## config.mk

```make
export PLATFORM = sky130hd
export DESIGN_NAME = ctrl_cmd_issuer_flat
export DESIGN_NICKNAME = d
export VERILOG_FILES = /design/src/rtl/ctrl_cmd_issuer_if.sv /design/src/rtl/ctrl_cmd_issuer.sv /design/src/flat_wrapper.sv
export SDC_FILE = /design/constraint.sdc
export NUM_CORES = 1
export LEC_CHECK = 0
export ABC_CLOCK_PERIOD_IN_PS = 2180
export CAP_MARGIN = 20
export CORE_MARGIN = 2
export CORE_UTILIZATION = 30
export CTS_CLUSTER_SIZE = 24
export DETAILED_ROUTE_END_ITERATION = 7
export PLACE_DENSITY = 0.61
export SLEW_MARGIN = 20
export SYNTH_ARGS = -nofsm -noshare
export SYNTH_HDL_FRONTEND = slang
export SYNTH_SLANG_ARGS = --single-unit
```

## constraint.sdc

```tcl
create_clock -name clock -period 2.18 [get_ports clock]
set_clock_uncertainty 0.05 [all_clocks]
set_input_delay 0.218 -clock clock [delete_from_list [all_inputs] [get_ports clock]]
set_output_delay 0.218 -clock clock [all_outputs]
set_load 0.02 [all_outputs]
```

## src/rtl/ctrl_cmd_issuer_if.sv

```systemverilog
// ----------------------------------------------------------------------------
// ctrl_cmd_issuer_if
// Bundles the command stream and the controller-core command interface that
// ctrl_cmd_issuer sits between.
//   master : the issuer's view. It sinks the command stream, drives the core
//            strobes and data, and receives update_cycle_complete.
//   slave  : the host/harness view. It drives the command stream and the core
//            response, and observes everything else.
// Signals:
//   cmd_valid, cmd_ready, cmd_word[31:0], cmd_is_trigger : command stream
//   spi_data[31:0], spi_data_clock, latch_data,
//   control_trigger                                      : core inputs
//   update_cycle_complete                                : core response (async)
//   busy, timeout_err, done_pulse                        : status
// ----------------------------------------------------------------------------
interface ctrl_cmd_issuer_if;
  logic        cmd_valid;
  logic        cmd_ready;
  logic [31:0] cmd_word;
  logic        cmd_is_trigger;
  logic [31:0] spi_data;
  logic        spi_data_clock;
  logic        latch_data;
  logic        control_trigger;
  logic        update_cycle_complete;
  logic        busy;
  logic        timeout_err;
  logic        done_pulse;

  modport master (
    input  cmd_valid,
    input  cmd_word,
    input  cmd_is_trigger,
    input  update_cycle_complete,
    output cmd_ready,
    output spi_data,
    output spi_data_clock,
    output latch_data,
    output control_trigger,
    output busy,
    output timeout_err,
    output done_pulse
  );

  modport slave (
    output cmd_valid,
    output cmd_word,
    output cmd_is_trigger,
    output update_cycle_complete,
    input  cmd_ready,
    input  spi_data,
    input  spi_data_clock,
    input  latch_data,
    input  control_trigger,
    input  busy,
    input  timeout_err,
    input  done_pulse
  );
endinterface

```

## src/rtl/ctrl_cmd_issuer.sv

```systemverilog
// ----------------------------------------------------------------------------
// ctrl_cmd_issuer
// Host-side initiator for the controller core's command interface. Accepts
// one 32-bit command per valid/ready handshake and sequences it onto the core:
//   data command    : spi_data, one-cycle spi_data_clock, settle, latch_data
//                     held HOLD_CYCLES, then GAP_CYCLES of quiet.
//   trigger command : control_trigger held HOLD_CYCLES, then wait for a rising
//                     edge on update_cycle_complete (bounded by TIMEOUT_CYCLES),
//                     then GAP_CYCLES of quiet.
// Ports:
//   clock    : system clock
//   reset_n  : asynchronous active-low reset, released synchronously upstream
//   bus      : ctrl_cmd_issuer_if.master (command stream, core signals, status)
// Every output is driven straight from a flop.
// ----------------------------------------------------------------------------
module ctrl_cmd_issuer #(
  parameter int unsigned SETTLE_CYCLES  = 4,       // 1..255
  parameter int unsigned HOLD_CYCLES    = 4,       // 3..255, core ANDs 3 samples
  parameter int unsigned GAP_CYCLES     = 2,       // 1..255
  parameter logic [15:0] TIMEOUT_CYCLES = 16'd4096
) (
  input logic               clock,
  input logic               reset_n,
  ctrl_cmd_issuer_if.master bus
);

  typedef enum logic [2:0] {
    IDLE,
    SETUP,
    CLK_HI,
    SETTLE,
    LATCH,
    TRIG,
    WAIT_DONE,
    GAP
  } state_e;

  // Phase counters are loaded with N-1 so a phase lasts exactly N cycles.
  localparam logic [7:0]  SETTLE_LD  = 8'(SETTLE_CYCLES - 1);
  localparam logic [7:0]  HOLD_LD    = 8'(HOLD_CYCLES - 1);
  localparam logic [7:0]  GAP_LD     = 8'(GAP_CYCLES - 1);
  localparam logic [15:0] TO_LAST    = TIMEOUT_CYCLES - 16'd1;

  state_e      state_q;
  logic [7:0]  phase_cnt_q;
  logic [15:0] to_cnt_q;

  logic        cmd_ready_q;
  logic [31:0] spi_data_q;
  logic        spi_clk_q;
  logic        latch_q;
  logic        trig_q;
  logic        busy_q;
  logic        timeout_err_q;
  logic        done_q;

  // update_cycle_complete synchronizer and edge-history flop
  logic        ucc_s1_q;
  logic        ucc_s2_q;
  logic        ucc_prev_q;
  logic        ucc_rise;

  // History keeps tracking in every state, so a level that is already high
  // when WAIT_DONE is entered never looks like a fresh edge.
  always_ff @(posedge clock or negedge reset_n) begin
    if (!reset_n) begin
      ucc_s1_q   <= 1'b0;
      ucc_s2_q   <= 1'b0;
      ucc_prev_q <= 1'b0;
    end else begin
      ucc_s1_q   <= bus.update_cycle_complete;
      ucc_s2_q   <= ucc_s1_q;
      ucc_prev_q <= ucc_s2_q;
    end
  end

  assign ucc_rise = ucc_s2_q & ~ucc_prev_q;

  always_ff @(posedge clock or negedge reset_n) begin
    if (!reset_n) begin
      state_q       <= IDLE;
      phase_cnt_q   <= 8'd0;
      to_cnt_q      <= 16'd0;
      cmd_ready_q   <= 1'b1;
      spi_data_q    <= 32'd0;
      spi_clk_q     <= 1'b0;
      latch_q       <= 1'b0;
      trig_q        <= 1'b0;
      busy_q        <= 1'b0;
      timeout_err_q <= 1'b0;
      done_q        <= 1'b0;
    end else begin
      done_q <= 1'b0;
      case (state_q)
        // cmd_ready_q is high exactly in IDLE, so cmd_valid alone is the handshake.
        IDLE: begin
          if (bus.cmd_valid) begin
            cmd_ready_q <= 1'b0;
            busy_q      <= 1'b1;
            if (bus.cmd_is_trigger) begin
              state_q       <= TRIG;
              trig_q        <= 1'b1;
              phase_cnt_q   <= HOLD_LD;
              timeout_err_q <= 1'b0;
            end else begin
              state_q    <= SETUP;
              spi_data_q <= bus.cmd_word;
            end
          end
        end

        // spi_data has been stable for one cycle before its capture clock.
        SETUP: begin
          state_q   <= CLK_HI;
          spi_clk_q <= 1'b1;
        end

        CLK_HI: begin
          state_q     <= SETTLE;
          spi_clk_q   <= 1'b0;
          phase_cnt_q <= SETTLE_LD;
        end

        // Lets the core's async data crossing settle before the latch.
        SETTLE: begin
          if (phase_cnt_q == 8'd0) begin
            state_q     <= LATCH;
            latch_q     <= 1'b1;
            phase_cnt_q <= HOLD_LD;
          end else begin
            phase_cnt_q <= phase_cnt_q - 8'd1;
          end
        end

        LATCH: begin
          if (phase_cnt_q == 8'd0) begin
            state_q     <= GAP;
            latch_q     <= 1'b0;
            phase_cnt_q <= GAP_LD;
          end else begin
            phase_cnt_q <= phase_cnt_q - 8'd1;
          end
        end

        TRIG: begin
          if (phase_cnt_q == 8'd0) begin
            state_q  <= WAIT_DONE;
            trig_q   <= 1'b0;
            to_cnt_q <= 16'd0;
          end else begin
            phase_cnt_q <= phase_cnt_q - 8'd1;
          end
        end

        // The edge is tested first so it wins a tie with the timeout.
        WAIT_DONE: begin
          if (ucc_rise) begin
            state_q     <= GAP;
            done_q      <= 1'b1;
            phase_cnt_q <= GAP_LD;
          end else if (to_cnt_q == TO_LAST) begin
            state_q       <= GAP;
            timeout_err_q <= 1'b1;
            phase_cnt_q   <= GAP_LD;
          end else begin
            to_cnt_q <= to_cnt_q + 16'd1;
          end
        end

        GAP: begin
          if (phase_cnt_q == 8'd0) begin
            state_q     <= IDLE;
            cmd_ready_q <= 1'b1;
            busy_q      <= 1'b0;
          end else begin
            phase_cnt_q <= phase_cnt_q - 8'd1;
          end
        end

        default: begin
          state_q     <= IDLE;
          cmd_ready_q <= 1'b1;
          busy_q      <= 1'b0;
          spi_clk_q   <= 1'b0;
          latch_q     <= 1'b0;
          trig_q      <= 1'b0;
        end
      endcase
    end
  end

  assign bus.cmd_ready       = cmd_ready_q;
  assign bus.spi_data        = spi_data_q;
  assign bus.spi_data_clock  = spi_clk_q;
  assign bus.latch_data      = latch_q;
  assign bus.control_trigger = trig_q;
  assign bus.busy            = busy_q;
  assign bus.timeout_err     = timeout_err_q;
  assign bus.done_pulse      = done_q;

endmodule

```

## src/flat_wrapper.sv

```systemverilog
// flat-port wrapper written by rule: the top's interface ports become plain ports
module ctrl_cmd_issuer_flat 
#(
  parameter int unsigned SETTLE_CYCLES  = 4,                
  parameter int unsigned HOLD_CYCLES    = 4,                                     
  parameter int unsigned GAP_CYCLES     = 2,                
  parameter logic [15:0] TIMEOUT_CYCLES = 16'd4096
)
  (clock, reset_n, bus_cmd_valid, bus_cmd_word, bus_cmd_is_trigger, bus_update_cycle_complete, bus_cmd_ready, bus_spi_data, bus_spi_data_clock, bus_latch_data, bus_control_trigger, bus_busy, bus_timeout_err, bus_done_pulse);
  ctrl_cmd_issuer_if bus_i ();
  input logic clock;
  input logic reset_n;
  input wire logic [$bits(bus_i.cmd_valid)-1:0] bus_cmd_valid;
  input wire logic [$bits(bus_i.cmd_word)-1:0] bus_cmd_word;
  input wire logic [$bits(bus_i.cmd_is_trigger)-1:0] bus_cmd_is_trigger;
  input wire logic [$bits(bus_i.update_cycle_complete)-1:0] bus_update_cycle_complete;
  output wire logic [$bits(bus_i.cmd_ready)-1:0] bus_cmd_ready;
  output wire logic [$bits(bus_i.spi_data)-1:0] bus_spi_data;
  output wire logic [$bits(bus_i.spi_data_clock)-1:0] bus_spi_data_clock;
  output wire logic [$bits(bus_i.latch_data)-1:0] bus_latch_data;
  output wire logic [$bits(bus_i.control_trigger)-1:0] bus_control_trigger;
  output wire logic [$bits(bus_i.busy)-1:0] bus_busy;
  output wire logic [$bits(bus_i.timeout_err)-1:0] bus_timeout_err;
  output wire logic [$bits(bus_i.done_pulse)-1:0] bus_done_pulse;
  assign bus_i.cmd_valid = bus_cmd_valid;
  assign bus_i.cmd_word = bus_cmd_word;
  assign bus_i.cmd_is_trigger = bus_cmd_is_trigger;
  assign bus_i.update_cycle_complete = bus_update_cycle_complete;
  assign bus_cmd_ready = bus_i.cmd_ready;
  assign bus_spi_data = bus_i.spi_data;
  assign bus_spi_data_clock = bus_i.spi_data_clock;
  assign bus_latch_data = bus_i.latch_data;
  assign bus_control_trigger = bus_i.control_trigger;
  assign bus_busy = bus_i.busy;
  assign bus_timeout_err = bus_i.timeout_err;
  assign bus_done_pulse = bus_i.done_pulse;
  ctrl_cmd_issuer #(.SETTLE_CYCLES(SETTLE_CYCLES), .HOLD_CYCLES(HOLD_CYCLES), .GAP_CYCLES(GAP_CYCLES), .TIMEOUT_CYCLES(TIMEOUT_CYCLES)) u_core (.clock(clock), .reset_n(reset_n), .bus(bus_i));
endmodule
```

### Yosys cells after proc, flatten, opt, wreduce, memory -nomap -nowiden

Cells that the tools add are included.

| word-level totals | value |
|---|---|
| register bits | 69 |
| input port bits | 37 |
| output and inout bits | 39 |
| logic and storage cells | 95 |

| operators by class | value |
|---|---|
| add/subtract/negate cells | 2 |
| equal/unequal tests | 19 |
| mux-type cells | 39 |
| bitwise logic cells | 3 |
| reduce and logical (&&, ||, !) cells | 18 |

Operators with widths:

| cell | count |
|---|---|
| $mux W8 | 7 |
| $mux W16 | 3 |
| $pmux W8 S6 | 1 |
| $pmux W16 S2 | 1 |
| $mux W3 | 8 |
| $pmux W3 S8 | 1 |
| $add A16 B1 Y16 const B | 1 |
| $eq A16 B12 Y1 const B | 1 |
| $eq A3 B3 Y1 const B | 4 |
| $mux W1 | 12 |
| $pmux W1 S2 | 6 |
| $reduce_bool A2 Y1 | 6 |
| $ne A2 B1 Y1 const B | 5 |
| $ne A2 B2 Y1 const B | 5 |
| $reduce_and A5 Y1 | 2 |
| $reduce_and A3 Y1 | 3 |
| $logic_not A8 Y1 | 1 |
| $reduce_and A4 Y1 | 2 |
| $sub A8 B1 Y8 const B | 1 |
| $eq A3 B2 Y1 const B | 2 |
| $reduce_and A6 Y1 | 1 |
| $reduce_bool A6 Y1 | 1 |
| $eq A3 B1 Y1 const B | 1 |
| $logic_not A3 Y1 | 1 |
| 4 further kinds | 5 |

### Logic depth before layout (Yosys ltp)

Gate-level depths: netlist of the first run.

| depth | value |
|---|---|
| depth after elaboration | 4 |
| gate-level depth with buffers | 8 |
| gate-level depth less buffers | 7 |

### Least setup slack after synthesis of the first run

Ideal clock, no wire load.

| timing path | value |
|---|---|
| path kind | register to register |
| from | reg u_core.phase_cnt_q[0] |
| to | reg u_core.to_cnt_q[13] |
| setup time | 0.127 ns |
| data arrival time | 1.656 ns |
| required time | 2.003 ns |
| path slack | 0.347 ns |
| cell stages (with the launch flop) | 9 |
| path buffers | 1 |
| clock period less this slack | 1.833 ns |
| path through | dfrtp_1 -> inv_1 -> ha_1 -> nor4b_2 -> nand2_1 -> o22a_4 -> buf_12 -> o21ai_1 -> o31ai_1 |

| between the ends | value |
|---|---|
| longest elaborated chain between the ends | 3 |

RTL lines:

| item | line | source |
|---|---|---|
| start: declaration | ctrl_cmd_issuer.sv:45 | `logic [7:0] phase_cnt_q;` |
| start signal: assignment | ctrl_cmd_issuer.sv:131 | `phase_cnt_q <= phase_cnt_q - 8'd1;` |
| start signal: assignment | ctrl_cmd_issuer.sv:141 | `phase_cnt_q <= phase_cnt_q - 8'd1;` |
| start signal: assignment | ctrl_cmd_issuer.sv:151 | `phase_cnt_q <= phase_cnt_q - 8'd1;` |
| $logic_not A8 Y1 | ctrl_cmd_issuer.sv:146 | `if (phase_cnt_q == 8'd0) begin` |
| $ne A2 B1 Y1 (no source line) | n/a |  |
| $reduce_and A4 Y1 (no source line) | n/a |  |
| end signal: assignment | ctrl_cmd_issuer.sv:166 | `to_cnt_q <= to_cnt_q + 16'd1;` |
| end: declaration | ctrl_cmd_issuer.sv:46 | `logic [15:0] to_cnt_q;` |

Every way passes these cells.
A chain may end at the register's enable or synchronous reset.

### Worst setup path after layout of the first run

| timing path | value |
|---|---|
| from | reg u_core.to_cnt_q[13] |
| to | reg u_core.state_q[0] |

| between the ends | value |
|---|---|
| longest elaborated chain between the ends | 3 |

RTL lines:

| item | line | source |
|---|---|---|
| $eq A16 B12 Y1 | ctrl_cmd_issuer.sv:161 | `end else if (to_cnt_q == TO_LAST) begin` |
| $ne A3 B1 Y1 (no source line) | n/a |  |
| $reduce_and A6 Y1 (no source line) | n/a |  |
| end signal: assignment | ctrl_cmd_issuer.sv:158 | `state_q <= GAP;` |
| end signal: assignment | ctrl_cmd_issuer.sv:162 | `state_q <= GAP;` |
| end signal: assignment | ctrl_cmd_issuer.sv:172 | `state_q <= IDLE;` |
| end: declaration | ctrl_cmd_issuer.sv:44 | `state_e state_q;` |

Every way passes these cells.

==> impl_metrics.csv, run 1 <==
group,metric,value,unit
floorplan,coreArea,0.0103,sq mm
cells_and_area,drive_gt1_share,19.2,%
sta,worstMarginPinSlew,0.593,ns
critical_path,r2r-end,"u_core.state_q[0]",
place,place_congestion,0.775,
worst_hold_path,min_path_type,"in2async",
yosys,yosys_warnings,0,
yosys,ys_top_cells_by_area,"dfrtp_1, mux2_2, o21ai_0",
critical_path,reg2regPathDepth,5,
critical_path,worst_ep_arrival_time,2.23,ns
global_route,grt_pass1_wl,11600,um
critical_path,setup.worst_path.start_class,"register",
clock_network,path_clk_slew,0.08,ns
clock_network,cts_max_level,3,
cells_and_area,antennaDiodeCount,0,
sta,setup_ws,0.179,ns
clock_network,clock_path_buffers,2,
global_route,grt_max_degree,58,
routing,antenna_left,0,
sta,hold_viol,0,
yosys,syn_nets,332,
sta,fmax,500,MHz
routing,dr_total_vias,2526,
clock_network,clockRootBuffer,"clkbuf_8",
yosys,synth_top_area_cell,"dfrtp_1",
sta,setup-violations-final,0,
place,preCtsSetupSlack,0.152,ns
yosys,syn_inst,293,
yosys,muxShareOfSynthArea,11.9,%
floorplan,die_area,0.0115,sq mm
place,port_buffers,75,
yosys,synth-xor-area-share,0,%
critical_path,critical_path_class,"reg2reg",
place,dp.final_hpwl,5010,um
routing,drt_iter0_drc,92,
cells_and_area,final_nets,414,
place,post_dp_cell_area,0.00414,sq mm
sta,rsz0062_at_grt,"no",
yosys,synth_top_cell_area_share,53.2,%
routing,dr.pass1.iters,4,
sta,slew_viol_final,0,
yosys,synth_top_family_by_area,"compound AO/OA/AOI/OAI gates",
power_and_ir_drop,p_leak,1.85,nW
critical_path,ff2ff_setup_slack,0.18,ns
yosys,yosysSeqAreaShare,54.0,%
routing,vias_per_cell,4.90,
global_route,track_usage,12.7,%
sta,min_period,2.00,ns
floorplan,die_w,107,um
power_and_ir_drop,p_per_area,570,mW/mm^2
global_route,grt_pass1_vias,2455,
floorplan,rows,37,
yosys,yosys-top-cells-count,"dfrtp_1, mux2_2, o21ai_0",
power_and_ir_drop,irDropWorstVdd,328,uV
clock_network,cts_sinks,69,
cells_and_area,area_growth,36.9,%
yosys,synth_area,0.00320,sq mm
yosys,yosysUniqueCellTypes,45,
yosys,synth_area_per_cell,10.9,sq um
yosys,ys.flop_type,"dfrtp_1",
critical_path,worst_setup_path_end_kind,"register",
critical_path,worstPathRequired,2.41,ns
floorplan,die_h,107,um
routing,finalWirelength,7060,um
sta,fin_crit_sh,91.8,%
yosys,synth_compound_area_share,16.2,%
routing,wl_per_cell,13.7,um
status,status,"completed",
clock_network,cts_buffers,9,
yosys,synth_edf_count,0,
yosys,synthSimpleGateAreaFrac,13.5,%
sta,setup-tns-final,0,ns
clock_network,cts_tree,"built",
yosys,synthAdderAreaFrac,0.782,%
critical_path,crit_path_end,"u_core.state_q[0]",
yosys,synth-seq-cells,69,
cells_and_area,final_area,0.00438,sq mm
yosys,yosys.cell_count.top_type,"dfrtp_1",
critical_path,crit_start,"u_core.to_cnt_q[13]",
routing,drc,0,
global_route,grt_overflow,0,
yosys,synthArstFlopShare,100,%
floorplan,io_pins,76,
clock_network,post_cts_buffers,0,
critical_path,crit_fanout,7,
floorplan,initial_utilization,31.0,%
critical_path,r2r-start,"u_core.to_cnt_q[13]",
clock_network,clkLatencyLatePin,0.34,ns
global_route,antenna_found_initial,0,
flow_run,cap_violations,0,
sta,relSlewSlack,60.2,%
-- kinds of logic (layout without fill, tap and decap cells) --
group	count (synthesis)	count (layout)
mux	34	34
compound gates	82	82
buf+inv	24	111
fa+ha+maj	2	2
flops	69	69
simple gates	82	82
-- worst max-delay path: stages, from the launching register on --
cell and delay, ns:
dfrtp_1 0.45, or4_4 0.58, nor4_4 0.27, nor2_1 0.21, a21oi_1 0.19, o221a_2 0.20
-- sequential cells by signal (all words and copies together), names as in the netlist --
| register | cells |
|---|---|
| u_core.bus.spi_data_clock | 1 |
| u_core.bus.latch_data | 1 |
| u_core.bus.timeout_err | 1 |
| u_core.bus.cmd_ready | 1 |
| u_core.ucc_s2_q | 1 |
| u_core.ucc_prev_q | 1 |
| u_core.bus.done_pulse | 1 |
| u_core.bus.control_trigger | 1 |
| u_core.state_q | 3 |
| u_core.bus.spi_data | 32 |
| u_core.to_cnt_q | 16 |
| u_core.ucc_s1_q | 1 |
| u_core.phase_cnt_q | 8 |
| u_core.bus.busy | 1 |
-- metrics by stage --
stage,hold slack (ns),total power [mW],std cells,util (%)
final,0.247,2.50,516,42.4
after global routing,0.266,2.61,516,42.4
after CTS,0.244,2.55,516,42.3
after detailed placement,0.0877,1.41,499,40.1
after global placement,0.0902,1.41,499,40.1
after floorplan,-0.128,1.31,293,-
-- cells in the final DEF (no fill, tap or decap), types with 7 or more instances in the layout --
cell / synthesis / layout
clkdlybuf4s50_1: 0 / 74
clkbuf_8: 0 / 9
dfrtp_1: 68 / 68
nor3_1: 7 / 7
nand2_1: 22 / 21
nor2_1: 18 / 18
inv_1: 8 / 8
buf_4: 0 / 9
nand3_1: 8 / 8
a21oi_1: 18 / 18
mux2_2: 31 / 31
o21ai_0: 24 / 24
a31oi_1: 10 / 10
o31ai_1: 8 / 8
-- repair_timing --
item / in CTS / in global routing
hold endpoints to repair: 12 / 0
hold buffers: 1 / 0
endpoints found under the setup margin: 0 / 9
gates resized for setup: 0 / 2
-- worst min path at each step --
stage                            endpoint  cells after the start                      start  slack [ns]
floorplan                 u_core.bus.busy                      0                    reset_n       -0.13
global placement    u_core.phase_cnt_q[2]                      1                    reset_n        0.09
finish              u_core.phase_cnt_q[0]                      2                    reset_n        0.25
detailed placement  u_core.phase_cnt_q[2]                      1                    reset_n        0.09
CTS                 u_core.phase_cnt_q[2]                      2                    reset_n        0.24
global route              u_core.ucc_s1_q                      1  bus_update_cycle_complete        0.27
-- report_power, final --
group	internal [mW]	switching, mW	leakage [nW]
sequential	1.28	0.000831	0.923
clock	0.644	0.472	0.110
combinational	0.0619	0.0374	0.819
-- per-layer routing --
| metal | GRT usage [%] | up-vias | share of wire [%] |
|---|---|---|---|
| met5 | 0 | - | 0.37 |
| met4 | 3.34 | 3 | 0.74 |
| met3 | 3.93 | 7 | 5.1 |
| met2 | 20.7 | 57 | 48 |
| met1 | 16.4 | 1228 | 45 |
| li1 | - | 1231 | - |
-- cell type report --
type | instances | area [sq um]
Clock buffer | 10 | 128
Clock inverter | 6 | 87.6
Fill cell | 977 | 5940
Inverter | 8 | 30.0
Multi-Input combinational cell | 200 | 1370
Sequential cell | 69 | 1730
Tap cell | 136 | 170
Timing Repair Buffer | 87 | 863
No activity file was read; power rests on OpenSTA's default activity.
==> run 2: changes to the inputs <==
--- a/config.mk
+++ b/config.mk
@@ -11,6 +11,7 @@
 export CORE_UTILIZATION = 30
 export CTS_CLUSTER_SIZE = 24
 export DETAILED_ROUTE_END_ITERATION = 7
+export HOLD_SLACK_MARGIN = 0.05
 export PLACE_DENSITY = 0.61
 export SLEW_MARGIN = 20
 export SYNTH_ARGS = -nofsm -noshare
==> results of run 2 <==
The final DEF is identical to that of run 1; final timing and power are the same.
